<file path="src/rtl/wb_gpio.sv">
// Wishbone classic GPIO slave: per-bit direction, synchronised inputs, edge interrupts.
// Optional per-bit input debounce is built when GPIO_DEBOUNCE_EN is defined.
module wb_gpio #(
    parameter int WIDTH           = 16,
    parameter int SYNC_STAGES     = 2,
    parameter int DEBOUNCE_CYCLES = 1024
) (
    input  logic             clk,
    input  logic             reset,
    input  logic             wb_cyc_i,
    input  logic             wb_stb_i,
    input  logic             wb_we_i,
    input  logic [2:0]       wb_adr_i,
    input  logic [15:0]      wb_dat_i,
    output logic [15:0]      wb_dat_o,
    output logic             wb_ack_o,
    input  logic [WIDTH-1:0] gpio_i,
    output logic [WIDTH-1:0] gpio_o,
    output logic [WIDTH-1:0] gpio_oe,
    output logic             irq_o
);

    typedef enum logic [2:0] {
        ADR_IN   = 3'd0,
        ADR_OUT  = 3'd1,
        ADR_DIR  = 3'd2,
        ADR_IE   = 3'd3,
        ADR_EDGE = 3'd4,
        ADR_STAT = 3'd5
    } reg_addr_e;

    localparam logic [2:0] ARM_DONE = 3'(SYNC_STAGES + 1);

    logic [WIDTH-1:0] sync_q [SYNC_STAGES];
    logic [WIDTH-1:0] sync;
    logic [WIDTH-1:0] pin_val;
    logic [WIDTH-1:0] prev_q;
    logic [WIDTH-1:0] out_q, dir_q, ie_q, edge_q, stat_q;
    logic [WIDTH-1:0] evt, w1c, wr_data;
    logic [2:0]       arm_cnt;
    logic             armed;
    logic             ack_q, irq_q;
    logic [15:0]      dat_q, rdata;
    logic             access, wr_en;
    reg_addr_e        addr;

    // NOTE: every clocked process uses non-blocking assignments so that all
    // flops sample pre-edge values; blocking here would collapse the chain.
    always_ff @(posedge clk or posedge reset) begin
        if (reset) begin
            for (int i = 0; i < SYNC_STAGES; i++) sync_q[i] <= '0;
        end else begin
            sync_q[0] <= gpio_i;
            for (int i = 1; i < SYNC_STAGES; i++) sync_q[i] <= sync_q[i-1];
        end
    end

    assign sync = sync_q[SYNC_STAGES-1];

`ifdef GPIO_DEBOUNCE_EN
    localparam int CNT_W = $clog2(DEBOUNCE_CYCLES + 1);

    logic [CNT_W-1:0] deb_cnt [WIDTH];
    logic [WIDTH-1:0] deb_q;

    // A bit moves only after sync disagrees with it for a full window.
    always_ff @(posedge clk or posedge reset) begin
        if (reset) begin
            deb_q <= '0;
            for (int i = 0; i < WIDTH; i++) deb_cnt[i] <= '0;
        end else begin
            for (int i = 0; i < WIDTH; i++) begin
                if (sync[i] == deb_q[i]) begin
                    deb_cnt[i] <= '0;
                end else if (deb_cnt[i] == CNT_W'(DEBOUNCE_CYCLES - 1)) begin
                    deb_q[i]   <= sync[i];
                    deb_cnt[i] <= '0;
                end else begin
                    deb_cnt[i] <= deb_cnt[i] + 1'b1;
                end
            end
        end
    end

    assign pin_val = deb_q;
`else
    assign pin_val = sync;
`endif

    // Edges stay masked until the synchroniser has flushed its reset zeros.
    assign armed = (arm_cnt == ARM_DONE);
    assign evt   = armed ? ((edge_q & pin_val & ~prev_q) | (~edge_q & ~pin_val & prev_q))
                         : '0;

    assign addr    = reg_addr_e'(wb_adr_i);
    assign access  = wb_cyc_i & wb_stb_i & ~ack_q;
    assign wr_en   = access & wb_we_i;
    assign wr_data = wb_dat_i[WIDTH-1:0];
    assign w1c     = (wr_en && addr == ADR_STAT) ? wr_data : '0;

    always_comb begin
        rdata = '0;
        case (addr)
            ADR_IN:   rdata[WIDTH-1:0] = pin_val;
            ADR_OUT:  rdata[WIDTH-1:0] = out_q;
            ADR_DIR:  rdata[WIDTH-1:0] = dir_q;
            ADR_IE:   rdata[WIDTH-1:0] = ie_q;
            ADR_EDGE: rdata[WIDTH-1:0] = edge_q;
            ADR_STAT: rdata[WIDTH-1:0] = stat_q;
            default:  rdata = '0;
        endcase
    end

    always_ff @(posedge clk or posedge reset) begin
        if (reset) begin
            arm_cnt <= '0;
            prev_q  <= '0;
            out_q   <= '0;
            dir_q   <= '0;
            ie_q    <= '0;
            edge_q  <= '0;
            stat_q  <= '0;
            irq_q   <= 1'b0;
            ack_q   <= 1'b0;
            dat_q   <= '0;
        end else begin
            if (!armed) arm_cnt <= arm_cnt + 1'b1;
            prev_q <= pin_val;
            // Set has priority over a same-cycle write-1-to-clear.
            stat_q <= (stat_q & ~w1c) | evt;
            irq_q  <= |(stat_q & ie_q);
            ack_q  <= access;
            dat_q  <= (access && !wb_we_i) ? rdata : '0;
            if (wr_en) begin
                case (addr)
                    ADR_OUT:  out_q  <= wr_data;
                    ADR_DIR:  dir_q  <= wr_data;
                    ADR_IE:   ie_q   <= wr_data;
                    ADR_EDGE: edge_q <= wr_data;
                    default:  ;
                endcase
            end
        end
    end

    assign wb_ack_o = ack_q;
    assign wb_dat_o = dat_q;
    assign gpio_o   = out_q;
    assign gpio_oe  = dir_q;
    assign irq_o    = irq_q;

endmodule
</file>
<file path="config.mk">
export PLATFORM = sky130hd
export DESIGN_NAME = wb_gpio
export DESIGN_NICKNAME = d
export VERILOG_FILES = /design/src/rtl/wb_gpio.sv
export SDC_FILE = /design/constraint.sdc
export NUM_CORES = 1
export LEC_CHECK = 0
export CAP_MARGIN = 30
export CORE_AREA = 3 3 111 113
export CTS_BUF_LIST = sky130_fd_sc_hd__clkbuf_4 sky130_fd_sc_hd__clkbuf_8 sky130_fd_sc_hd__clkbuf_16
export DETAILED_ROUTE_END_ITERATION = 8
export DIE_AREA = 0 0 114 116
export PLACE_DENSITY = 0.78
export REMOVE_ABC_BUFFERS = 1
export SYNTH_ARGS = -nofsm -noshare
export SYNTH_HDL_FRONTEND = slang
export SYNTH_SLANG_ARGS = --single-unit
</file>
<file path="constraint.sdc">
create_clock -name clk -period 6.3 [get_ports clk]
set_input_delay 0.63 -clock clk [delete_from_list [all_inputs] [get_ports clk]]
set_output_delay 0.63 -clock clk [all_outputs]
set_load 0.05 [all_outputs]
</file>
==> flow_summary_export.csv, run 1 <==
group,metric,value,unit
cts,cts.sinks,149,
timing,worst_pin_slew,0.9915,ns
drt,drt-vias-per-instance,5.972,
power,finalPower,2.602,mW
floorplanning,start_util,53.39,%
drt,route.detailed.drc,0,
critical_path,arrival,3.45,ns
cts,cts_buffers,17,
placed_design,dp_cells,636,
timing,grt_setup_unrepaired,"no",
cts,clk_latency,0.42,ns
grt,antenna_found_initial,0,
cts,cts_resized,0,
cts,cts_tree,"built",
cts,htreeDepth,4,
cts,cts_buffer_depth,2,
synthesis,yosysWarnings,0,
synthesis,yosysSeqAreaShare,61.17,%
cells_and_area,n_fill_cell,824,
timing,hold_ws,0.3466,ns
power,ir_drop,0.0002377,V
critical_path,critPathKind,"input port to flip-flop",
cells_and_area,synthToLayoutAreaGrowth,25.70,%
timing,hold_viol_final,0,
synthesis,yosys.area.top_type_share,61.17,%
floorplanning,design.core.area,11420,µm²
grt,grt_max_degree,87,
synthesis,muxShareOfSynthArea,20.79,%
power,power_density,339.6,nW/µm²
power,p_leak,3.228,nW
grt,grt-ovfl-total,0,
synthesis,syn_area,6096,µm²
cts,cts_root_buf,"clkbuf_16",
grt,grt_pass1_wl,21770,µm
synthesis,ys_types,37,
synthesis,netlist_instances,422,
cells_and_area,final_common_cell,"dfrtp_1",
critical_path,crit_required,6.60,ns
synthesis,syn_avg_cell_area,14.45,µm²
critical_path,cp_max_fo,16,
cts,clkTransAtPathRegs,0.06,ns
drt,ant_nets,0,
timing,slew_violations,0,
cells_and_area,drive_gt1_share,27.62,%
placed_design,dp_slack,2.684,ns
cts,cts_hold_buf,0,
critical_path,end_kind,"flip-flop",
timing,fin_crit_sh,50.08,%
floorplanning,die_x,114,µm
critical_path,start_kind,"input port",
placed_design,placed_area,7078,µm²
run_status,status,"finished clean",
timing,setup_viol,0,
synthesis,ys_ff_latch,149,
synthesis,yosys-top-cells-area,"dfrtp_1 (61%), mux2_2 (17%), mux4_2 (3.3%)",
synthesis,synth_simple_gate_area_share,7.225,%
grt,first_global_vias,4099,
synthesis,synth_top_family_by_area,"multiplexers",
flow_run,drv_cap,0,
timing,fin_skew,0.006149,ns
drt,wl_per_cell,20.24,µm
drt,num_vias,3989,
timing,fin_setup_tns,0,ns
synthesis,yosysTopAreaCell,"dfrtp_1",
timing,fmax,0.3169,GHz
floorplanning,std_cell_rows,39,
floorplanning,die_h,116,µm
cells_and_area,antennaDiodeCount,0,
critical_path,r2r_cells,3,
floorplanning,ios,90,
hold_path,hold_path_class,"flip-flop to flip-flop",
synthesis,synth_xor_area_share,0.1437,%
synthesis,synth_fa_ha_area_share,0.4105,%
placed_design,place.gp.congestion,0.7647,
drt,drtIter0Drc,238,
cells_and_area,finalCoreUtilization,67.11,%
grt,grtUsageTotal,21.68,%
timing,setup_ws,3.145,ns
cells_and_area,final_cell_mix,"dfrtp_1 (149), mux2_2 (90), clkdlybuf4s50_1 (88)",
cells_and_area,finalNonFillerCells,668,
floorplanning,die-area,13220,µm²
timing,period_needed,3.155,ns
placed_design,hpwl,8505,µm
timing,slew_headroom,33.83,%
drt,dr.pass1.iters,4,
synthesis,synth-compound-area-share,7.984,%
hold_path,holdPathStages,0,
drt,wl,13520,µm
cts,post-cts-setup-buffers,0,
cells_and_area,final_area,7662,µm²
placed_design,port_buffers,89,
cells_and_area,fin_nets,554,
## final cells by class
class	count	area [µm²]	area share (%)
Timing Repair Buffer	94	923.4	12.05
Inverter	3	16.27	0.2123
Clock inverter	12	130.1	1.698
Multi-Input combinational cell	247	2231	29.11
Tap cell	143	178.9	2.335
Sequential cell	149	3729	48.66
Clock buffer	20	454.2	5.928
## per-layer routing
metal  wire length [µm]  GRT usage [%]
met1               5744          28.88
met2               6713          34.82
met3                852          4.909
met4                211          8.868
met5                  0              0
## registers in the layout, indices dropped and copies added (netlist names)
register  cells
edge_q       16
gpio_o       16
gpio_oe      16
ie_q         16
pin_val      16
prev_q       16
stat_q       16
sync_q       16
wb_dat_o     16
arm_cnt       3
irq_o         1
wb_ack_o      1
## cell usage after synthesis
library cell	count
dfrtp_1	149
mux2_2	90
a22o_1	21
nand2_1	20
nand4_1	17
nand2b_1	16
o22ai_1	16
nor2_1	14
a22oi_1	13
buf_2	11
mux4_2	9
clkbuf_1	6
a221oi_1	5
mux2i_1	4
a21oi_1	3
buf_6	3
a222oi_1	2
ha_1	2
inv_1	2
nand3_2	2
a2111o_1	1
a211oi_1	1
and2b_1	1
and2b_2	1
and4b_1	1
buf_1	1
buf_4	1
clkbuf_2	1
inv_2	1
mux2_1	1
nand4b_1	1
nor2b_1	1
nor3_1	1
nor3b_4	1
nor4_4	1
o21a_1	1
xnor2_1	1
## report_power, final
part	switching [mW]	internal (mW)
registers	0.0809	1.05
clock network	0.381	0.601
logic	0.270	0.215
## logic make-up (layout without fill, tap and decap cells)
logic type                 count (synthesis)  in the layout
adders and majority gates                  2              2
buffers and inverters                     26            129
AOI/OAI and AO/OA                         63             63
xor gates and xnor gates                   1              1
and+or+nand+nor                           77             77
muxes                                    104            104
DFF                                      149            149
## worst paths after layout
path / start / to / slack, ns
worst max-delay path: wb_adr_i[1] / gpio_oe[6]$_DFFE_PP0P_ / 3.14
worst min-delay path: sync_q[18]$_DFF_PP0_ / pin_val[2]$_DFF_PP0_ / 0.35
worst max register to register: wb_ack_o$_DFF_PP0_ / gpio_o[7]$_DFFE_PP0P_ / 3.61
worst min register to register: sync_q[18]$_DFF_PP0_ / pin_val[2]$_DFF_PP0_ / 0.35
max in group asynchronous: reset / stat_q[9]$_DFF_PP0_ / 4.27
min in group asynchronous: reset / gpio_o[2]$_DFFE_PP0P_ / 0.72
## worst max-delay path: stages
cell and delay [ns]:
clkdlybuf4s50_1 0.96, buf_4 0.37, and2b_2 0.23, nor3b_4 0.83
mux2_2 0.42
Power figures use the tool's default switching activity.
==> run 2: changes to the inputs <==
--- a/config.mk
+++ b/config.mk
@@ -6,11 +6,11 @@
 export NUM_CORES = 1
 export LEC_CHECK = 0
 export CAP_MARGIN = 30
-export CORE_AREA = 3 3 111 113
+export CORE_AREA = 3 3 116 118
 export CTS_BUF_LIST = sky130_fd_sc_hd__clkbuf_4 sky130_fd_sc_hd__clkbuf_8 sky130_fd_sc_hd__clkbuf_16
 export DETAILED_ROUTE_END_ITERATION = 8
-export DIE_AREA = 0 0 114 116
-export PLACE_DENSITY = 0.78
+export DIE_AREA = 0 0 119 121
+export PLACE_DENSITY = 0.75
 export REMOVE_ABC_BUFFERS = 1
 export SYNTH_ARGS = -nofsm -noshare
 export SYNTH_HDL_FRONTEND = slang
==> constraint.sdc (replaced) <==
create_clock -name clk -period 2.8 [get_ports clk]
set_input_delay 0.28 -clock clk [delete_from_list [all_inputs] [get_ports clk]]
set_output_delay 0.28 -clock clk [all_outputs]
set_load 0.05 [all_outputs]
==> flow_summary_export.csv, run 2 (synthesis results as in run 1) <==
group,metric,value,unit
timing,slew_headroom,56.40,%
flow_run,drv_cap,0,
drt,num_vias,4025,
critical_path,cp_max_fo,3,
timing,fin_crit_sh,70.58,%
power,power_density,743.0,nW/µm²
critical_path,critPathKind,"flip-flop to output port",
cts,clkTransAtPathRegs,0.06,ns
cells_and_area,seqCellArea,3729,µm²
timing,hold_viol_final,0,
cells_and_area,synthToLayoutAreaGrowth,28.08,%
drt,route.detailed.drc,0,
grt,grt-ovfl-total,0,
critical_path,timing.rr.start,"wb_ack_o$_DFF_PP0_",
drt,wl,14080,µm
cts,post-cts-setup-buffers,0,
hold_path,hold_start,"gpio_i[5]",
placed_design,port_buffers,89,
critical_path,crit_buf_inv,1,
cells_and_area,antennaDiodeCount,0,
cells_and_area,final_cell_mix,"dfrtp_1 (149), mux2_2 (90), clkdlybuf4s50_1 (88)",
cts,htreeDepth,4,
critical_path,crit_cells,1,
hold_path,hold_path_class,"input port to flip-flop",
cells_and_area,final_area,7807,µm²
power,finalPower,5.801,mW
floorplanning,die_h,121,µm
floorplanning,start_util,48.50,%
floorplanning,die_x,119,µm
critical_path,cp_cell_sequence,"clkdlybuf4s50_1",
cts,clk_latency,0.42,ns
hold_path,holdPathStages,1,
placed_design,placed_area,7247,µm²
timing,fin_skew,0.005783,ns
timing,period_needed,1.976,ns
run_status,status,"finished clean",
timing,grt_setup_unrepaired,"no",
critical_path,crit_required,2.52,ns
cts,cts_buffer_depth,2,
grt,antenna_found_initial,0,
cells_and_area,finalNonFillerCells,707,
timing,fmax,0.5060,GHz
cells_and_area,final_common_cell,"dfrtp_1",
timing,setup_viol,0,
placed_design,place.gp.congestion,0.8029,
cts,cts.sinks,149,
cells_and_area,n_fill_cell,968,
drt,drt-vias-per-instance,5.693,
floorplanning,std_cell_rows,41,
placed_design,dp_cells,676,
cts,cts_hold_buf,0,
critical_path,arrival,1.70,ns
grt,first_global_vias,4300,
critical_path,r2r_cells,4,
drt,ant_nets,0,
power,ir_drop,0.0004495,V
floorplanning,design.core.area,12570,µm²
critical_path,end_kind,"output port",
drt,wl_per_cell,19.92,µm
grt,grt_max_degree,69,
timing,slew_violations,0,
power,p_leak,3.289,nW
cts,cts_root_buf,"clkbuf_16",
critical_path,crit_family,"buffers and inverters",
hold_path,worstHoldEndpoint,"sync_q[21]$_DFF_PP0_",
critical_path,startpoint,"gpio_oe[15]$_DFFE_PP0P_",
critical_path,slowest_stage,"clkdlybuf4s50_1",
critical_path,start_kind,"flip-flop",
placed_design,hpwl,9426,µm
floorplanning,die-area,14400,µm²
critical_path,r2r_end,"ie_q[11]$_DFFE_PP0P_",
critical_path,max_stage_delay,0.85,ns
cells_and_area,multi_input_area,2231,µm²
timing,fin_setup_tns,0,ns
cells_and_area,drive_gt1_share,28.97,%
critical_path,r2r_slack,0.92,ns
cells_and_area,finalCoreUtilization,62.12,%
cts,cts_tree,"built",
drt,dr.pass1.iters,5,
cts,cts_buffers,17,
grt,grtUsageTotal,20.99,%
timing,worst_pin_slew,0.6540,ns
cells_and_area,fin_nets,565,
grt,grt_pass1_wl,23250,µm
drt,drtIter0Drc,359,
floorplanning,ios,90,
cts,cts_resized,0,
## run 2: cell count changes in the layout (fill, tap and decap cells not counted), sizes merged
cell,change
buf,+11
bufinv,-1
clkbuf,+2
clkinv,-1
inv,-1
## run 2: final cells by class
cell class | instances | share of cell area [%]
multi-input cells | 247 | 28.57
clock inverters | 9 | 1.010
well taps | 172 | 2.756
repair buffers | 105 | 13.53
flip-flops and latches | 149 | 47.76
clock buffers | 22 | 6.170
inverters | 3 | 0.2083
## run 2: worst max-delay path by stage
| stage | endpoint |
|---|---|
| global placement | edge_q[1]$_DFFE_PP0P_ |
| floorplan | arm_cnt[0]$_DFFE_PP0N_ |
| finish | gpio_oe[15] |
| global route | gpio_oe[15] |
| detailed placement | edge_q[9]$_DFFE_PP0P_ |
| CTS | gpio_oe[15] |
## run 2: stage by stage
stage / worst slack, ns / hold WS (ns)
floorplan: -1.488 / 0.3114
global route: 0.7868 / 0.2841
global placement: 0.4751 / 0.3331
finish: 0.8238 / 0.2940
CTS: 0.8221 / 0.2821
detailed placement: 0.4294 / 0.3347
## run 2: metal layers
layer / track usage [%] / up-vias / part of all wire (%)
li1: - / 1790 / -
met1: 28.05 / 2064 / 43
met2: 33.20 / 151 / 49
met3: 5.315 / 20 / 6.4
met4: 8.182 / 0 / 1.6
met5: 0 / - / 0
## run 2: report_power, final
part	total (mW)	internal (mW)	switching, mW
registers	2.55	2.37	0.182
clock network	2.14	1.30	0.841
logic	1.11	0.496	0.611
total	5.80	4.17	1.63
